$ cat config.mk
export PLATFORM = sky130hd
export DESIGN_NAME = mem_arbiter
export DESIGN_NICKNAME = d
export VERILOG_FILES = /design/src/rtl/mem_arbiter.sv
export SDC_FILE = /design/constraint.sdc
export NUM_CORES = 1
export LEC_CHECK = 0
export ABC_AREA = 1
export CAP_MARGIN = 20
export CORE_MARGIN = 8
export CORE_UTILIZATION = 44
export DETAILED_ROUTE_END_ITERATION = 12
export GPL_TIMING_DRIVEN = 0
export PLACE_DENSITY_LB_ADDON = 0.1
export SYNTH_ARGS = -nofsm -noshare
export SYNTH_HDL_FRONTEND = slang
export SYNTH_SLANG_ARGS = --single-unit
$ cat constraint.sdc
create_clock -name clk -period 2.05 [get_ports clk]
set_clock_uncertainty 0.1 [all_clocks]
set_input_delay 0.205 -clock clk [delete_from_list [all_inputs] [get_ports clk]]
set_output_delay 0.205 -clock clk [all_outputs]
set_load 0.02 [all_outputs]
$ cat src/rtl/mem_arbiter.sv
// Two-requester round-robin arbiter for a single memory port.
// Each access runs IDLE -> ACCESS -> RESP and is bounded by a wait-cycle timeout.
module mem_arbiter #(
   parameter int unsigned AW      = 8,
   parameter int unsigned DW      = 8,
   parameter int unsigned TIMEOUT = 15
) (
   input  logic          clk,
   input  logic          rst,
   input  logic          req0,
   input  logic          req1,
   input  logic          we0,
   input  logic          we1,
   input  logic [AW-1:0] addr0,
   input  logic [AW-1:0] addr1,
   input  logic [DW-1:0] wdata0,
   input  logic [DW-1:0] wdata1,
   output logic          gnt0,
   output logic          gnt1,
   output logic          done0,
   output logic          done1,
   output logic          err0,
   output logic          err1,
   output logic [DW-1:0] rdata,
   output logic          mem_en,
   output logic          mem_we,
   output logic [AW-1:0] mem_addr,
   output logic [DW-1:0] mem_wdata,
   input  logic [DW-1:0] mem_rdata,
   input  logic          mem_ready
);

   localparam logic [7:0] TimeoutLast = 8'(TIMEOUT - 1);

   typedef enum logic [1:0] {StIdle, StAccess, StResp} state_e;

   state_e     state;
   logic       sel;       // requester owning the current access (1 = requester 1)
   logic       last;      // requester granted most recently
   logic [7:0] wait_cnt;
   logic       pick1;

   // On a tie, pick whichever requester was not granted last.
   always_comb begin
      pick1 = req1 & (~req0 | ~last);
   end

   always_ff @(posedge clk or negedge rst) begin
      if (!rst) begin
         state     <= StIdle;
         sel       <= 1'b0;
         last      <= 1'b1;
         wait_cnt  <= '0;
         gnt0      <= 1'b0;
         gnt1      <= 1'b0;
         done0     <= 1'b0;
         done1     <= 1'b0;
         err0      <= 1'b0;
         err1      <= 1'b0;
         rdata     <= '0;
         mem_en    <= 1'b0;
         mem_we    <= 1'b0;
         mem_addr  <= '0;
         mem_wdata <= '0;
      end else begin
         done0 <= 1'b0;
         done1 <= 1'b0;
         err0  <= 1'b0;
         err1  <= 1'b0;
         case (state)
            StIdle: begin
               if (req0 || req1) begin
                  state     <= StAccess;
                  sel       <= pick1;
                  last      <= pick1;
                  wait_cnt  <= '0;
                  gnt0      <= ~pick1;
                  gnt1      <= pick1;
                  mem_en    <= 1'b1;
                  mem_we    <= pick1 ? we1 : we0;
                  mem_addr  <= pick1 ? addr1 : addr0;
                  mem_wdata <= pick1 ? wdata1 : wdata0;
               end
            end
            StAccess: begin
               if (mem_ready || (wait_cnt == TimeoutLast)) begin
                  state  <= StResp;
                  gnt0   <= 1'b0;
                  gnt1   <= 1'b0;
                  mem_en <= 1'b0;
                  mem_we <= 1'b0;
                  done0  <= ~sel;
                  done1  <= sel;
                  // A late mem_ready on the final wait cycle still counts as success.
                  err0   <= ~mem_ready & ~sel;
                  err1   <= ~mem_ready & sel;
                  rdata  <= mem_ready ? mem_rdata : '0;
               end else begin
                  wait_cnt <= wait_cnt + 8'd1;
               end
            end
            StResp: begin
               state <= StIdle;
            end
            default: begin
               state <= StIdle;
            end
         endcase
      end
   end

   a_gnt_exclusive : assert property (@(posedge clk) disable iff (!rst) !(gnt0 && gnt1));
   a_done_exclusive : assert property (@(posedge clk) disable iff (!rst) !(done0 && done1));
   a_err_with_done : assert property (@(posedge clk) disable iff (!rst)
                                      (!err0 || done0) && (!err1 || done1));

endmodule

Word-level counts from Yosys, hierarchy flattened
Cells that the tools add are included.
{"block": "word_totals", "regBits": 44, "inputBits": 47, "output_inout_bits": 32, "wordCells": 66}
{"block": "op_classes", "addsub": 1, "eq_ne": 5, "n_mux": 27, "bitwise": 9, "reduce_logical": 9}
{"op": "two-way mux 8 bit", "count": 5}
{"op": "one-hot mux 8 bit (2 select lines)", "count": 1}
{"op": "two-way mux 1 bit", "count": 14}
{"op": "adder 8 x 1 -> 8 bit (second input constant)", "count": 1}
{"op": "equality test 8 x 4 -> 1 bit (second input constant)", "count": 1}
{"op": "one-hot mux 1 bit (2 select lines)", "count": 4}
{"op": "!= test 2 bit (second input constant)", "count": 3}
{"op": "AND reduction 2 bit", "count": 3}
{"op": "AND reduction 3 bit", "count": 2}
{"op": "inverter 1 bit", "count": 5}
{"op": "two-way mux 2 bit", "count": 2}
{"op": "one-hot mux 2 bit (2 select lines)", "count": 1}
{"op": "AND 1 bit", "count": 3}
{"op": "equality test 2 x 1 -> 1 bit (second input constant)", "count": 1}
{"op": "zero test 2 bit", "count": 1}
{"op": "logical OR 1 bit", "count": 2}
{"op": "nonzero test 2 bit", "count": 1}
{"op": "bitwise OR 1 bit", "count": 1}

Longest topological paths before layout
Gate-level depths: netlist (run 1).
{"block": "logic_depth", "word_depth": 6, "ltp_mapped": 10, "ltp_nobuf": 9}

Least setup slack after synthesis (run 1)
OpenSTA, ideal clock, no wires.
{"block": "synth_path", "path_type": "reg2reg", "start": "register wait_cnt[0]", "end": "register rdata[0]", "setup_time_ps": 117, "t_arrival_ps": 1250, "t_required_ps": 1833, "slack_ps": 583, "path_stages_with_launch": 9, "n_path_buf": 1, "synth_period_minus_slack_ps": 1467, "cell_sequence": "dfrtp_1 > inv_1 > ha_1 > nand3_1 > o21bai_4 > nand2_4 > buf_6 > nand2_1 > nand2_1"}
{"block": "synth_via", "elab_chain_len": 3}
{"item": "start, declared", "line_no": "40", "source": "logic [7:0] wait_cnt;"}
{"item": "start signal, assigned", "line_no": "99", "source": "wait_cnt <= wait_cnt + 8'd1;"}
{"item": "equality test 8 x 4 -> 1 bit", "line_no": "86", "source": "if (mem_ready || (wait_cnt == TimeoutLast)) begin"}
{"item": "logical OR 1 bit", "line_no": "86"}
{"item": "AND reduction 2 bit (no line)"}
{"item": "end signal, assigned", "line_no": "97", "source": "rdata <= mem_ready ? mem_rdata : '0;"}
{"item": "end, declared", "line_no": "24", "source": "output logic [DW-1:0] rdata,"}
No other way between the ends.
A chain may end at the register's enable or synchronous reset.

Worst setup path after layout (run 1)
{"block": "layout_path", "start": "register mem_addr[0]", "end": "output mem_addr[0]"}
{"item": "start, declared", "line_no": "27", "source": "output logic [AW-1:0] mem_addr,"}
{"item": "start signal, assigned", "line_no": "81", "source": "mem_addr <= pick1 ? addr1 : addr0;"}
No word-level cell between the ends.

==> impl_metrics.yaml, run 1 <==
run_status:
  status: "complete, no violations"
setup_path:
  cp-start-kind: "flip-flop"
  crit_arrival_ns: 1.29
  crit_fanout: 2
  critPathBufInv: 1
  worst_path_largest_cell_delay_ns: 0.64
  cp_data_required_time_ns: 1.75
  crit_type: "reg2out"
  cp_slowest_cell: "clkdlybuf4s50_1"
  crit_chain: "clkdlybuf4s50_1"
  worstSetupEndpointType: "primary output"
  cp_top_family: "buffers and inverters"
power_and_ir_drop:
  p_comb_share_pct: 48.8
  p_int_mw: 2.45
  powerDensity_mw_per_mm2: 1300
  switching_share_pct: 39.1
  irDropWorstVdd_uv: 570
  p_sw_mw: 1.57
  clockPowerShare_pct: 16.3
  leakagePower_nw: 1.48
  pwr-share-seq_pct: 34.9
floorplan:
  die-area_mm2: 0.00729
  num_rows: 25
  coreArea_mm2: 0.00469
  die_h_um: 85.4
  start_util_pct: 45.2
  die_w_um: 85.4
  num_io_pins: 79
detailed_routing:
  wl_per_cell_um: 13.5
  top_layer_used: "met4"
  drtIter0Drc: 88
  wl_mm: 5.33
  drcViolationCount: 0
  dr_wl_met3_um: 476
  wl_met1_mm: 2.28
  num_vias: 1890
  postRouteAntennaNets: 0
  viasPerCell: 4.80
  dr_wl_met2_mm: 2.51
  first_pass_iters: 4
run:
  cap_violations: 0
grt:
  grt_pass1_wl_mm: 9.28
  grt-ovfl-total: 0
  grt_usage_pct: 15.7
  antenna_found_initial: 0
  first_global_vias: 2031
  grt_max_degree: 28
synthesis:
  synth-edff-count: 0
  synth_compound_area_share_pct: 8.68
  seq_area_frac_synth_pct: 52.0
  netlist.area_leader.share_pct: 50.8
  async_flop_share_pct: 100
  syn-cell-area_mm2: 0.00212
  yosys.area_share.simple_pct: 30.0
  ys_top_cells_by_count: "nand2_1 (77), dfrtp_1 (43), o21ai_0 (28)"
  synth_flop_cell: "dfrtp_1"
  synth_xor_xnor_area_share_pct: 0.826
  syn_inst: 253
  yosysMostFrequentCell: "nand2_1"
  synthMuxAreaShare_pct: 0
  ys_seq_elements: 44
  syn_nets: 302
  synth_largest_area_cell: "dfrtp_1"
  yosys_warnings: 0
  syn_avg_cell_area_um2: 8.38
  synthTopCellsByArea: "dfrtp_1 (51%), nand2_1 (14%), o21ai_0 (6.6%)"
  ys_types: 26
  synth_top_family_by_area: "simple AND/OR/NAND/NOR gates"
  synthAdderAreaFrac_pct: 1.18
finish:
  drive_gt1_share_pct: 10.9
  syn2layout_area_growth_pct: 45.8
  nFillCells: 419
  layout.nets: 388
  n_antenna_cell: 0
placed_design:
  dp_hpwl_mm: 3.98
  io_buffers: 77
  gp_congestion: 0.827
timing:
  slew_headroom_pct: 70.0
  final-max-slew-violation-count: 0
  finalSetupViolCount: 0
  period_share_pct: 77.6
  min_period_ns: 1.59
  setup_tns_ns: 0
  holdWs_ns: 0.180
  clock.fmax_mhz: 629
  worst_slew_pin_slew_ns: 0.450
  timing_hold_violations_final: 0
  grt_setup_unrepaired: "false"
clock_tree:
  post_cts_resized: 0
  clockBufferDepth: 2
  cts.htree.levels: 2
  clock-sinks: 44
  cts_tree: "done"
  cts-root-buf: "clkbuf_8"
  worstSkewPairLatency_ns: 0.29
  cts_buffers: 5
  clkSlewWorstSetupHoldPaths_ns: 0.08
min_path:
  min_path_type: "in2reg"
==> metrics by stage <==
stage               instance area (um2)  setup slack, ns  power [mW]  cells  util, %
finish                             3090            0.459        4.02    394     65.9
detailed placement                 2970            0.194        3.41    385     63.4
floorplan                          2120            0.583        2.50    253        -
global placement                   2960           -0.569        3.37    384     63.0
global route                       3090            0.247        4.32    394     65.9
CTS                                3090            0.435        4.08    394     65.9
==> layer usage <==
metal	track usage, %	vias up
met5	0	-
met2	25.2	53
met4	5.25	0
met1	18.0	857
li1	-	975
met3	7.34	5
==> cells in the final DEF (no fill, tap or decap) <==
master           netlist  layout
nor2_1                24      24
buf_6                  4       4
nor2_2                 3       3
dfstp_2                1       1
nand3_2                1       1
dlygate4sd3_1          0       1
or2_2                  1       1
buf_4                  1       1
buf_12                 0       1
nor2_4                 2       2
buf_2                  4       5
o21ai_0               28      28
clkbuf_2               2       2
clkbuf_8               0       5
nand2_1               77      77
clkinv_2               0       1
nand3_4                1       1
clkbuf_1               0       1
inv_2                  3       3
clkdlybuf4s50_1        0      76
nand2_2                2       2
xor2_1                 1       1
xnor2_1                1       1
ha_1                   2       2
nand3_1               26      26
dfrtp_1               43      43
o21ai_1                5       5
o21bai_4               1       1
nor3_4                 1       1
nand4_1                2       2
inv_1                 16      16
nand2_4                1       1
bufinv_16              0       1
==> area by class of cell <==
type | instances | area [um2] | area share [%]
repair buffers | 79 | 796 | 25.7
well taps | 54 | 67.6 | 2.19
multi-input cells | 179 | 863 | 27.9
inverters | 19 | 71.3 | 2.31
flip-flops and latches | 44 | 1100 | 35.7
plain buffers | 11 | 82.6 | 2.67
clock buffers | 6 | 72.6 | 2.35
clock inverters | 2 | 35.0 | 1.13
==> power by group through the flow <==
stage	Combinational, mW	Sequential [mW]	Clock [mW]
6_report	1.96	1.40	0.656
5_1_grt	2.17	1.44	0.706
4_1_cts	2.00	1.40	0.677
3_5_place_dp	1.99	1.42	0
3_3_place_gp	1.97	1.41	0
2_1_floorplan	0.737	1.76	0
==> tightest hold or removal path, delay by kind of cell <==
kind,cells,cell delay [ns]
AND/OR/NAND/NOR,2,0.16
buffers and inverters,1,0.17
==> path summary, 6_finish.rpt <==
path | cells after the start | slack, ns | from | to
max in group asynchronous | 3 | 1.00 | rst | last
max | 1 | 0.46 | mem_addr[0] | mem_addr[0]
min reg2reg | 1 | 0.35 | sel | done0
min in group asynchronous | 2 | 0.28 | rst | wait_cnt[4]
max reg2reg | 8 | 0.46 | wait_cnt[0] | gnt1
min | 3 | 0.18 | mem_ready | rdata[1]
==> registers in the layout, summed over array words and instances, names as in the netlist, 2 cells and up <==
signal / count
rdata: 8
mem_wdata: 8
mem_addr: 8
wait_cnt: 8
state: 2
==> cell families after synthesis <==
group                      count (synthesis)
xor gates and xnor gates                   2
AOI/OAI and AO/OA                         34
DFF                                       44
adders and majority gates                  2
and+or+nand+nor                          141
buffers and inverters                     30
==> timing repair <==
item / 4_1_cts / 5_1_grt
hold buffers: 1 / 0
buffers inserted: 0 / 0
hold endpoints to repair: 17 / 0
Note: power is estimated with default switching activity, not from simulation.
==> inputs of run 2 (changes only) <==
==> constraint.sdc (replaced) <==
create_clock -name clk -period 1.6 [get_ports clk]
set_clock_uncertainty 0.1 [all_clocks]
set_input_delay 0.16 -clock clk [delete_from_list [all_inputs] [get_ports clk]]
set_output_delay 0.16 -clock clk [all_outputs]
set_load 0.02 [all_outputs]
==> run 2 against run 1 <==
Net effect: critical path depth is the same; global-route usage did not move; largest cell class unchanged; utilization up 0.32 points; cell area up 0.49%; sequential cell count did not move; power grew 29%; clock power rose by 29%; via count increased by 1.6%; non-clock buffer count rose by 1; die area unchanged; combinational power increased by 29%.
==> impl_metrics.yaml, run 2 (synthesis results as in run 1) <==
run_status:
  status: "complete, no violations"
finish:
  layout.nets: 389
  fin_util_pct: 66.2
  stdcell_count: 395
  layout_common_cells: "nand2_1 (77), clkdlybuf4s50_1 (76), dfrtp_1 (43)"
  drive_gt1_share_pct: 11.7
  n_antenna_cell: 0
  final_common_cell: "nand2_1"
  syn2layout_area_growth_pct: 46.5
  final_area_mm2: 0.00311
timing:
  slew_headroom_pct: 70.4
  worst_slew_pin_slew_ns: 0.444
  finalSetupViolCount: 0
  holdWs_ns: 0.134
  final-max-slew-violation-count: 0
  timing_hold_violations_final: 0
  min_period_ns: 1.54
  clock.fmax_mhz: 647
  period_share_pct: 96.5
  setup_tns_ns: 0
  fin_ws_ns: 0.0554
run:
  cap_violations: 0
power_and_ir_drop:
  fin_total_pwr_mw: 5.17
  leakagePower_nw: 1.49
  powerDensity_mw_per_mm2: 1660
  irDropWorstVdd_uv: 730
  p_sw_mw: 2.02
  switching_share_pct: 39.1
  clockPowerShare_pct: 16.3
  p_comb_share_pct: 48.9
  pwr-share-seq_pct: 34.7
  p_int_mw: 3.15
placed_design:
  dp_hpwl_mm: 3.98
  pre_cts_ws_ns: -0.211
  io_buffers: 77
  placed_area_mm2: 0.00297
  gp_congestion: 0.827
  dp_cells: 385
setup_path:
  crit_fanout: 2
  critPathBufInv: 1
  cp_top_family: "buffers and inverters"
  worst_path_largest_cell_delay_ns: 0.63
  cp-start-kind: "flip-flop"
  cp_data_required_time_ns: 1.34
  crit_arrival_ns: 1.28
  cp_slowest_cell: "clkdlybuf4s50_1"
  reg2reg_from: "wait_cnt[0]"
  crit_start: "gnt1"
  worstSetupEndpointType: "primary output"
  crit_chain: "clkdlybuf4s50_1"
  crit_type: "reg2out"
grt:
  grt_usage_pct: 15.7
  first_global_vias: 2031
  grt_max_degree: 28
  antenna_found_initial: 0
  grt_pass1_wl_mm: 9.28
  grt-ovfl-total: 0
clock_tree:
  cts_tree: "done"
  worstSkewPairLatency_ns: 0.29
  clkSlewWorstSetupHoldPaths_ns: 0.08
  clock-sinks: 44
  cts-root-buf: "clkbuf_8"
  clockBufferDepth: 2
  cts.htree.levels: 2
  cts_buffers: 5
detailed_routing:
  wl_per_cell_um: 13.5
  drcViolationCount: 0
  drtIter0Drc: 73
  postRouteAntennaNets: 0
  wl_mm: 5.33
  num_vias: 1920
  viasPerCell: 4.86
  first_pass_iters: 4
floorplan:
  die_w_um: 85.4
  die_h_um: 85.4
  coreArea_mm2: 0.00469
  die-area_mm2: 0.00729
  num_io_pins: 79
  start_util_pct: 45.2
  num_rows: 25
min_path:
  min_from: "mem_ready"
  min_path_type: "in2reg"
[run 2: cell types whose count changed in the layout (fill, tap and decap cells not counted), sizes merged]
cell    change
buf         +2
clkbuf      -1
[run 2: timing repair]
action | CTS | global route
setup buffers | 0 | 2
pin swaps | 0 | 3
hold buffers | 1 | 0
gates resized for setup | 1 | 4
endpoints found under the setup margin | 4 | 39
endpoints found under the hold margin | 17 | 0
[run 2: metal layers]
metal | track usage [%] | share of wire [%] | routed length, um
met2 | 25.2 | 47 | 2520
met4 | 5.25 | 1.2 | 64
met5 | 0 | 0 | 0
met3 | 7.34 | 8.8 | 470
met1 | 18.0 | 43 | 2280
[run 2: worst paths after layout]
check	end	slack, ns	cells after the start
setup / recovery	gnt1	0.06	1
hold / removal	rdata[1]	0.13	3
setup reg to reg	gnt1	0.10	8
hold reg to reg	done0	0.35	1
max in group asynchronous	last	0.60	3
min in group asynchronous	wait_cnt[4]	0.23	2
[run 2: cell type report]
class | instances | area [um2]
sequential | 44 | 1100
clock buffer | 6 | 72.6
clock inverter | 2 | 35.0
buffer | 10 | 77.6
timing repair buffer | 81 | 811
tap | 54 | 67.6
multi-input combinational | 179 | 868
fill | 420 | 1590
inverter | 19 | 71.3
[run 2: power groups by stage]
| stage | clock network, mW | logic, mW | registers, mW |
|---|---|---|---|
| floorplan | 0 | 0.944 | 2.25 |
| global placement | 0 | 2.52 | 1.80 |
| detailed placement | 0 | 2.55 | 1.82 |
| CTS | 0.867 | 2.56 | 1.80 |
| global route | 0.904 | 2.81 | 1.85 |
| finish | 0.844 | 2.53 | 1.79 |
[run 2: worst register-to-register path, cell delays in order (launching register included)]
cell      delay, ns
dfrtp_1        0.41
inv_2          0.08
ha_1           0.16
nand3_1        0.11
o21bai_4       0.17
nand2_4        0.11
buf_6          0.16
nand3_2        0.05
nand2_1        0.05
